$ cat src/rtl/slave_resp_router_if.sv
`default_nettype none
// +------------------------------------------------------------------+
// | slave_resp_router_if : request/response bundle at one bank port  |
// | Rev 1.0                                                          |
// +------------------------------------------------------------------+
interface slave_resp_router_if #(
    parameter int N_MASTER    = 4,
    parameter int DATA_WIDTH  = 32,
    parameter int MEM_LATENCY = 1
);
    localparam int CNT_WIDTH = $clog2(MEM_LATENCY + 1);

    logic                  data_req_i;
    logic                  data_gnt_i;
    logic [N_MASTER-1:0]   data_ID_i;
    logic [DATA_WIDTH-1:0] mem_rdata_i;
    logic                  err_clr_i;
    logic [N_MASTER-1:0]   data_r_valid_o;
    logic [DATA_WIDTH-1:0] data_r_rdata_o;
    logic [CNT_WIDTH-1:0]  outstanding_o;
    logic                  err_o;

    modport slave (
        input  data_req_i, data_gnt_i, data_ID_i, mem_rdata_i, err_clr_i,
        output data_r_valid_o, data_r_rdata_o, outstanding_o, err_o
    );

    modport master (
        output data_req_i, data_gnt_i, data_ID_i, mem_rdata_i, err_clr_i,
        input  data_r_valid_o, data_r_rdata_o, outstanding_o, err_o
    );
endinterface
`default_nettype wire

$ cat src/rtl/slave_resp_router.sv
`default_nettype none
// +------------------------------------------------------------------+
// | slave_resp_router : routes bank read data back to the one-hot    |
// | master that issued the request, after a fixed bank latency.      |
// | Rev 1.0                                                          |
// +------------------------------------------------------------------+
module slave_resp_router #(
    parameter int N_MASTER    = 4,
    parameter int DATA_WIDTH  = 32,
    parameter int MEM_LATENCY = 1
) (
    input  wire logic          clk,
    input  wire logic          rst_n,
    slave_resp_router_if.slave bus
);
    localparam int CNT_WIDTH = $clog2(MEM_LATENCY + 1);
    localparam logic [CNT_WIDTH-1:0] c_cnt_one = CNT_WIDTH'(1);

    logic                 w_accept;
    logic                 w_id_ok;
    logic                 w_inc;
    logic                 w_dec;
    logic [MEM_LATENCY-1:0] r_vld;
    logic [N_MASTER-1:0]  r_id [MEM_LATENCY];
    logic [CNT_WIDTH-1:0] r_cnt;
    logic                 r_err;

    assign w_accept = bus.data_req_i & bus.data_gnt_i;
    assign w_id_ok  = $onehot(bus.data_ID_i);
    assign w_inc    = w_accept & w_id_ok;
    assign w_dec    = r_vld[MEM_LATENCY-1];

    // Fixed-latency ID pipeline; a malformed ID enters as a bubble.
    always_ff @(posedge clk) begin
        if (!rst_n) begin
            r_vld <= '0;
            for (int i = 0; i < MEM_LATENCY; i++) begin
                r_id[i] <= '0;
            end
        end else begin
            r_vld[0] <= w_inc;
            r_id[0]  <= bus.data_ID_i;
            for (int i = 1; i < MEM_LATENCY; i++) begin
                r_vld[i] <= r_vld[i-1];
                r_id[i]  <= r_id[i-1];
            end
        end
    end

    always_ff @(posedge clk) begin
        if (!rst_n) begin
            r_cnt <= '0;
        end else if (w_inc && !w_dec) begin
            r_cnt <= r_cnt + c_cnt_one;
        end else if (!w_inc && w_dec) begin
            r_cnt <= r_cnt - c_cnt_one;
        end
    end

    // A new bad ID takes priority over a simultaneous clear.
    always_ff @(posedge clk) begin
        if (!rst_n) begin
            r_err <= 1'b0;
        end else if (w_accept && !w_id_ok) begin
            r_err <= 1'b1;
        end else if (bus.err_clr_i) begin
            r_err <= 1'b0;
        end
    end

    assign bus.data_r_valid_o = r_vld[MEM_LATENCY-1] ? r_id[MEM_LATENCY-1] : '0;
    assign bus.data_r_rdata_o = r_vld[MEM_LATENCY-1] ? bus.mem_rdata_i : '0;
    assign bus.outstanding_o  = r_cnt;
    assign bus.err_o          = r_err;

endmodule
`default_nettype wire

$ cat src/flat_wrapper.sv
// flat-port wrapper written by rule: the top's interface ports become plain ports
module slave_resp_router_flat 
#(
    parameter int N_MASTER    = 4,
    parameter int DATA_WIDTH  = 32,
    parameter int MEM_LATENCY = 1
)
  (clk, rst_n, bus_data_req_i, bus_data_gnt_i, bus_data_ID_i, bus_mem_rdata_i, bus_err_clr_i, bus_data_r_valid_o, bus_data_r_rdata_o, bus_outstanding_o, bus_err_o);
  slave_resp_router_if #(.N_MASTER(N_MASTER), .DATA_WIDTH(DATA_WIDTH), .MEM_LATENCY(MEM_LATENCY)) bus_i ();
  input  wire logic clk;
  input  wire logic rst_n;
  input wire logic [$bits(bus_i.data_req_i)-1:0] bus_data_req_i;
  input wire logic [$bits(bus_i.data_gnt_i)-1:0] bus_data_gnt_i;
  input wire logic [$bits(bus_i.data_ID_i)-1:0] bus_data_ID_i;
  input wire logic [$bits(bus_i.mem_rdata_i)-1:0] bus_mem_rdata_i;
  input wire logic [$bits(bus_i.err_clr_i)-1:0] bus_err_clr_i;
  output wire logic [$bits(bus_i.data_r_valid_o)-1:0] bus_data_r_valid_o;
  output wire logic [$bits(bus_i.data_r_rdata_o)-1:0] bus_data_r_rdata_o;
  output wire logic [$bits(bus_i.outstanding_o)-1:0] bus_outstanding_o;
  output wire logic [$bits(bus_i.err_o)-1:0] bus_err_o;
  assign bus_i.data_req_i = bus_data_req_i;
  assign bus_i.data_gnt_i = bus_data_gnt_i;
  assign bus_i.data_ID_i = bus_data_ID_i;
  assign bus_i.mem_rdata_i = bus_mem_rdata_i;
  assign bus_i.err_clr_i = bus_err_clr_i;
  assign bus_data_r_valid_o = bus_i.data_r_valid_o;
  assign bus_data_r_rdata_o = bus_i.data_r_rdata_o;
  assign bus_outstanding_o = bus_i.outstanding_o;
  assign bus_err_o = bus_i.err_o;
  slave_resp_router #(.N_MASTER(N_MASTER), .DATA_WIDTH(DATA_WIDTH), .MEM_LATENCY(MEM_LATENCY)) u_core (.clk(clk), .rst_n(rst_n), .bus(bus_i));
endmodule
$ cat config.mk
export PLATFORM = sky130hd
export DESIGN_NAME = slave_resp_router_flat
export DESIGN_NICKNAME = d
export VERILOG_FILES = /design/src/rtl/slave_resp_router_if.sv /design/src/rtl/slave_resp_router.sv /design/src/flat_wrapper.sv
export SDC_FILE = /design/constraint.sdc
export NUM_CORES = 1
export LEC_CHECK = 0
export BUFFER_PORTS_ARGS = -buffer_cell sky130_fd_sc_hd__buf_2
export CAP_MARGIN = 10
export CORE_MARGIN = 5
export CORE_UTILIZATION = 32
export CTS_CLUSTER_DIAMETER = 50
export DETAILED_ROUTE_END_ITERATION = 7
export PLACE_DENSITY = 0.84
export SETUP_SLACK_MARGIN = 0.1
export SKIP_LAST_GASP = 1
export SLEW_MARGIN = 20
export SYNTH_ARGS = -nofsm -noshare
export SYNTH_HDL_FRONTEND = slang
export SYNTH_SLANG_ARGS = --single-unit
$ cat constraint.sdc
create_clock -name clk -period 4.4 [get_ports clk]
set_input_delay 0.44 -clock clk [delete_from_list [all_inputs] [get_ports clk]]
set_output_delay 0.44 -clock clk [all_outputs]
set_load 0.01 [all_outputs]
==> results of run 1 <==
[worst min path at each step]
stage                             startpoint                            end  cells after the start
3_5_place_dp   u_core.bus.err_o$_SDFFE_PN0P_  u_core.bus.err_o$_SDFFE_PN0P_                      3
3_3_place_gp   u_core.bus.err_o$_SDFFE_PN0P_  u_core.bus.err_o$_SDFFE_PN0P_                      3
2_1_floorplan                          rst_n  u_core.bus.err_o$_SDFFE_PN0P_                      1
5_1_grt                     bus_data_ID_i[0]   u_core.r_id[0][0]$_SDFF_PN0_                      2
4_1_cts                     bus_data_ID_i[3]   u_core.r_id[0][3]$_SDFF_PN0_                      2
6_report                    bus_data_ID_i[3]   u_core.r_id[0][3]$_SDFF_PN0_                      2
[where the power goes]
group | internal [mW] | total (mW) | leakage, nW | switching, mW
Clock | 0.0332 | 0.0583 | 0.0177 | 0.0251
Sequential | 0.0674 | 0.0711 | 0.0578 | 0.00377
Combinational | 0.0320 | 0.0542 | 0.563 | 0.0222
Total | 0.133 | 0.184 | 0.638 | 0.0510
[sequential cells by signal, summed over array words and instances, names as in the netlist]
signal and count:
u_core.bus.outstanding_o 1, u_core.bus.err_o 1, u_core.r_id 4, u_core.r_vld 1
[placed cells by master, fill, tap and decap left out, types with 3 or more instances in the layout]
master,instances
buf_2,78
and2_1,36
dfxtp_1,7
and2_2,6
ha_1,3
clkbuf_4,3
[worst max-delay path, stage by stage (launching register included)]
cell and delay, ps:
dfxtp_1 840, and2_2 280, buf_2 120
[logic make-up after synthesis]
family,Yosys count,share of synthesized area
AND/OR/NAND/NOR,47,0.551
flip-flops,7,0.247
buffers and inverters,5,0.0528
adder cells (fa/ha/maj),4,0.101
AO/OA/AOI/OAI,2,0.0198
XOR/XNOR,1,0.0286
[routing by layer]
| layer | part of all wire | vias to the layer above |
|---|---|---|
| met3 | 0.11 | 2 |
| met2 | 0.57 | 32 |
| met1 | 0.32 | 289 |
| met5 | 0 | - |
| li1 | - | 361 |
| met4 | 0.0021 | 0 |
[cell type report]
type                            count  area [sq um]
Multi-Input combinational cell     54           398
Fill cell                         161           717
Clock inverter                      1          5.00
Clock buffer                        3          22.5
Inverter                            1          3.75
Timing Repair Buffer               78           390
Sequential cell                     7           140
Tap cell                           25          31.3
[metrics by stage]
step | setup slack, ps | util | power [mW] | cells
floorplan | 2420 | - | 0.0997 | 66
global placement | 2280 | 0.564 | 0.124 | 165
detailed placement | 2210 | 0.564 | 0.127 | 165
CTS | 2410 | 0.580 | 0.187 | 169
global route | 2250 | 0.580 | 0.197 | 169
finish | 2470 | 0.580 | 0.184 | 169
==> metrics, run 1 <==
Most used DFF post-synth=dfxtp_1; Final setup viols=0; TritonCTS buffer count=3; Crit path arrival time=between 1000 and 1500 ps; GR Util met1=0.0969; minimum clock period=approximately 1900 ps; M2 GR Usage=0.280; Core ar.=approximately 0.0017 sq mm; Inserted Diodes=0; Slew Viols, Final=0; Die Wd=52.1 um; GPL Wtd Cong=roughly 0.69; clock tree from TritonCTS=built; placed inst area=just under 0.001 sq mm; asr flop ratio synth=0; VDD IR max=around 0.00018 V; Critical Path Source=u_core.r_vld$_SDFF_PN0_; antenna-violating nets left=0; # IOs=between 70 and 80; worst rel slew slack=0.461; Max Fclk=a little over 500 MHz; FF-to-FF End=u_core.bus.outstanding_o$_SDFFE_PN0P_; IO buf count=roughly 80; Global Route Usage Sum=0.131; Clk pin slew, worst setup/hold paths=roughly 60 ps; fin crit share=0.440; initial antenna violation count=0; H-Tree Depth=1; CTS root buf=clkbuf_4; cells after synthesis=66; flop2flop setup slack=2960 ps; Synth top cells by count=and2_1 (36), dfxtp_1 (7), and2_2 (6); Max-Cap Viols=0; die height=roughly 52 um; Startpoint Class=flip-flop; top post-synthesis cells by area=and2_1 (40%), dfxtp_1 (25%), and2_2 (7.9%); Design Area, Final=~990 sq um; first-pass GRT wire length=~2700 um; Hold Vio Cnt, Final=0; reg2reg start=u_core.r_vld$_SDFF_PN0_; largest net degree at the start of global routing=38; # hold bufs at CTS=0; row count=15; pwr dens=185 mW/mm^2; Synth Cell Area=roughly 570 sq um; DR vias=684; P_leak=roughly 0.64 nW; worst-margin pin slew=807 ps; ratio of cells with drive above 1 in the final layout=0.625; met3 Track Usage GR=0.0602; Avg WL per Cell=between 10 and 15 um; busiest metal layer after global routing=met2; DRC violations left=0; largest area contributor in the netlist=and2_1; Hold Path Class=primary input to flip-flop; CTS max path bufs=2; Worst Skew=about 1.9 ps; Detailed Route WL=between 1500 and 2000 um; Required @ worst endpoint=3960 ps; Post-Syn Nets=111; Starting DRT DRC Count=6; Yosys cell types=16; Overflow after GRT=0; Area growth syn-to-layout=74.4%; Setup TNS=0 ps; crit end category=primary output; top-area cell type share of the netlist area=0.396; Setup CP Type=flip-flop to primary output; die area=0.00272 sq mm; Pre-antenna DRT Iters=2; Worst setup endpoint=bus_data_r_rdata_o[27]; Post-synth EDFFs=0; worst skew pair latency=about 250 ps; number of global-route vias before repair=693; syn avg cell area=around 8.6 sq um; Starting Density=0.333; Crit Path Max Fanout=37; TritonCTS Sinks=7; Fin Hold WS=slightly above 400 ps; status=finished clean; PostCTS Resize Cnt=0; Yosys reg bits=7; Final Net Count=190; RSZ-0062 raised after global routing=false; Setup Buffers After CTS=0; sequential fraction of the synthesis area=0.247; post-DR vias/cell=roughly 4.0; most instantiated library cell after synthesis=and2_1; YS warnings=0; worst reg2reg path depth=3
(Power assumes the default switching activity.)
==> inputs of run 2 (changes only) <==
Settings changed: ABC_AREA set to 1, CORE_UTILIZATION 32 to 28, PLACE_DENSITY 0.84 to 0.74.
Clock period 4.4 ns to 1.65 ns, I/O delays scaled along.
==> run 2 against run 1 <==
Critical path depth rose by 8. Synthesized cell count grew 74%. Non-clock buffer count up 2. Register-to-register slack got worse by 2400 ps. Largest power group unchanged.
==> metrics, run 2 <==
# hold bufs at CTS=0; Starting Density=0.289; number of global-route vias before repair=810; YS warnings=0; antenna-violating nets left=0; commonest non-fill, non-tap cell in the layout=buf_2; Core ar.=between 0.002 and 0.0025 sq mm; Setup Buffers After CTS=0; CTS max path bufs=2; cell count after placement=around 220; largest net degree at the start of global routing=39; Setup WS post-layout=about 240 ps; Finished Layout Cells=223; Crit Path Max Fanout=3; Inserted Diodes=0; Clk pin slew, worst setup/hold paths=approximately 50 ps; minimum clock period=approximately 1400 ps; PostCTS Resize Cnt=0; post-DR vias/cell=3.74; die height=between 50 and 60 um; GPL Wtd Cong=around 0.73; Pre-antenna DRT Iters=4; Area growth syn-to-layout=73.5%; largest family of logic cells by synthesized area=simple AND/OR/NAND/NOR gates; mux cell area share after synthesis=0; FILL cells=approximately 250; Slew Viols, Final=0; initial antenna violation count=0; Crit path arrival time=about 1600 ps; Overflow after GRT=0; TritonCTS Sinks=7; CTS root buf=clkbuf_4; status=finished clean; row count=17; clock tree from TritonCTS=built; Final setup viols=0; die area=between 0.003 and 0.004 sq mm; Place WS=-46.6 ps; Synth top cells by count=inv_1 (46), nand2_1 (45), dfxtp_1 (7); # IOs=79; Max Fclk=slightly above 700 MHz; most instantiated library cell after synthesis=inv_1; Avg WL per Cell=8.75 um; Biggest register=u_core.r_id; worst rel slew slack=0.776; DR vias=around 830; Die Wd=57.6 um; syn avg cell area=~5.5 sq um; dpl hpwl=1680 um; max reg flops=4; Most used DFF post-synth=dfxtp_1; worst skew pair latency=approximately 250 ps; adder-cell share of the synthesized area=0.0909; pwr dens=approximately 460 mW/mm^2; Hold Vio Cnt, Final=0; top post-synthesis cells by area=inv_1 (27%), nand2_1 (27%), dfxtp_1 (22%); DRC violations left=0; IO buf count=a little under 80; P_leak=approximately 0.95 nW; sequential fraction of the synthesis area=0.221; worst-margin pin slew=336 ps; Fin Hold WS=142 ps; RSZ-0062 raised after global routing=false; flop2flop setup slack=roughly 530 ps; Startpoint Class=primary input; Synth Cell Area=roughly 630 sq um; VDD IR max=around 0.00031 V; Starting DRT DRC Count=45; cells after synthesis=about 120; Worst Skew=5.78 ps; placed inst area=~0.0011 sq mm; ratio of cells with drive above 1 in the final layout=0.477; Post-Syn Nets=between 150 and 200; first-pass GRT wire length=~3100 um; fin crit share=0.857; Max-Cap Viols=0; H-Tree Depth=1; Final Net Count=roughly 240; largest area contributor in the netlist=inv_1; Simple-Gate Fraction of Synth Area=0.338; Setup TNS=0 ps; Setup CP Type=primary input to flip-flop; Yosys reg bits=7; Required @ worst endpoint=approximately 1800 ps; TritonCTS buffer count=3; Design Area, Final=approximately 0.0011 sq mm; Detailed Route WL=roughly 2000 um; commonest non-fill, non-tap cells in the layout=buf_2 (78), inv_1 (46), nand2_1 (44); Global Route Usage Sum=0.116; Yosys cell types=14; asr flop ratio synth=0; Post-synth EDFFs=0; Compound-Gate Fraction of Synth Area=0.0237; xor/xnor share of the synthesized area=0; top-area cell type share of the netlist area=0.273; Hold Path Class=primary input to flip-flop; crit end category=flip-flop
==> run 2: cell types whose count changed after synthesis, moves of 2 or more <==
cell	change
and2_1	-36
and2_2	-6
buf_4	+3
clkbuf_2	-3
inv_1	+45
nand2_1	+44
nand2_2	+2
==> run 2: through the flow <==
stage	utilization	power (mW)
2_1_floorplan	-	0.275
3_3_place_gp	0.489	0.357
3_5_place_dp	0.489	0.361
4_1_cts	0.501	0.521
5_1_grt	0.501	0.549
6_report	0.501	0.508
==> run 2: worst max-delay path: stages <==
cell	delay, ps
buf_2	120
ha_4	230
ha_2	180
fa_1	420
inv_1	70
nand2_2	70
nor2_2	130
nand3_2	60
nand2_1	80
nor2_2	40
==> run 2: metal layers <==
| layer | GRT usage | up-vias | part of all wire |
|---|---|---|---|
| met4 | 0.0596 | 0 | 0.0097 |
| met5 | 0 | - | 0 |
| met1 | 0.117 | 314 | 0.36 |
| li1 | - | 466 | - |
| met2 | 0.205 | 51 | 0.46 |
| met3 | 0.0452 | 2 | 0.17 |
==> run 2: power by group <==
part           total (mW)  switching [mW]  internal [mW]
Sequential          0.183         0.00352          0.180
Combinational       0.172          0.0865         0.0853
Clock               0.153          0.0610         0.0921
==> run 2: path summary, 6_finish.rpt <==
path              cells after the start                          start                                     to
setup / recovery                     10               bus_data_ID_i[0]  u_core.bus.outstanding_o$_SDFFE_PN0P_
hold / removal                        3               bus_data_ID_i[1]           u_core.r_id[0][1]$_SDFF_PN0_
setup reg to reg                      6        u_core.r_vld$_SDFF_PN0_  u_core.bus.outstanding_o$_SDFFE_PN0P_
hold reg to reg                       2  u_core.bus.err_o$_SDFFE_PN0P_          u_core.bus.err_o$_SDFFE_PN0P_
==> run 2: kinds of logic (layout without fill, tap and decap cells) <==
group | Yosys count | in the layout
compound gates | 3 | 3
fa+ha+maj | 4 | 4
buf+inv | 50 | 130
flops | 7 | 7
simple gates | 51 | 51
==> run 2: final cells by class <==
| type | instances | area (sq um) | share of cell area |
|---|---|---|---|
| timing repair buffer | 80 | 405 | 0.369 |
| inverter | 46 | 173 | 0.157 |
| clock buffer | 4 | 26.3 | 0.0239 |
| multi-input combinational | 58 | 319 | 0.290 |
| sequential | 7 | 140 | 0.128 |
| tap | 28 | 35.0 | 0.0319 |
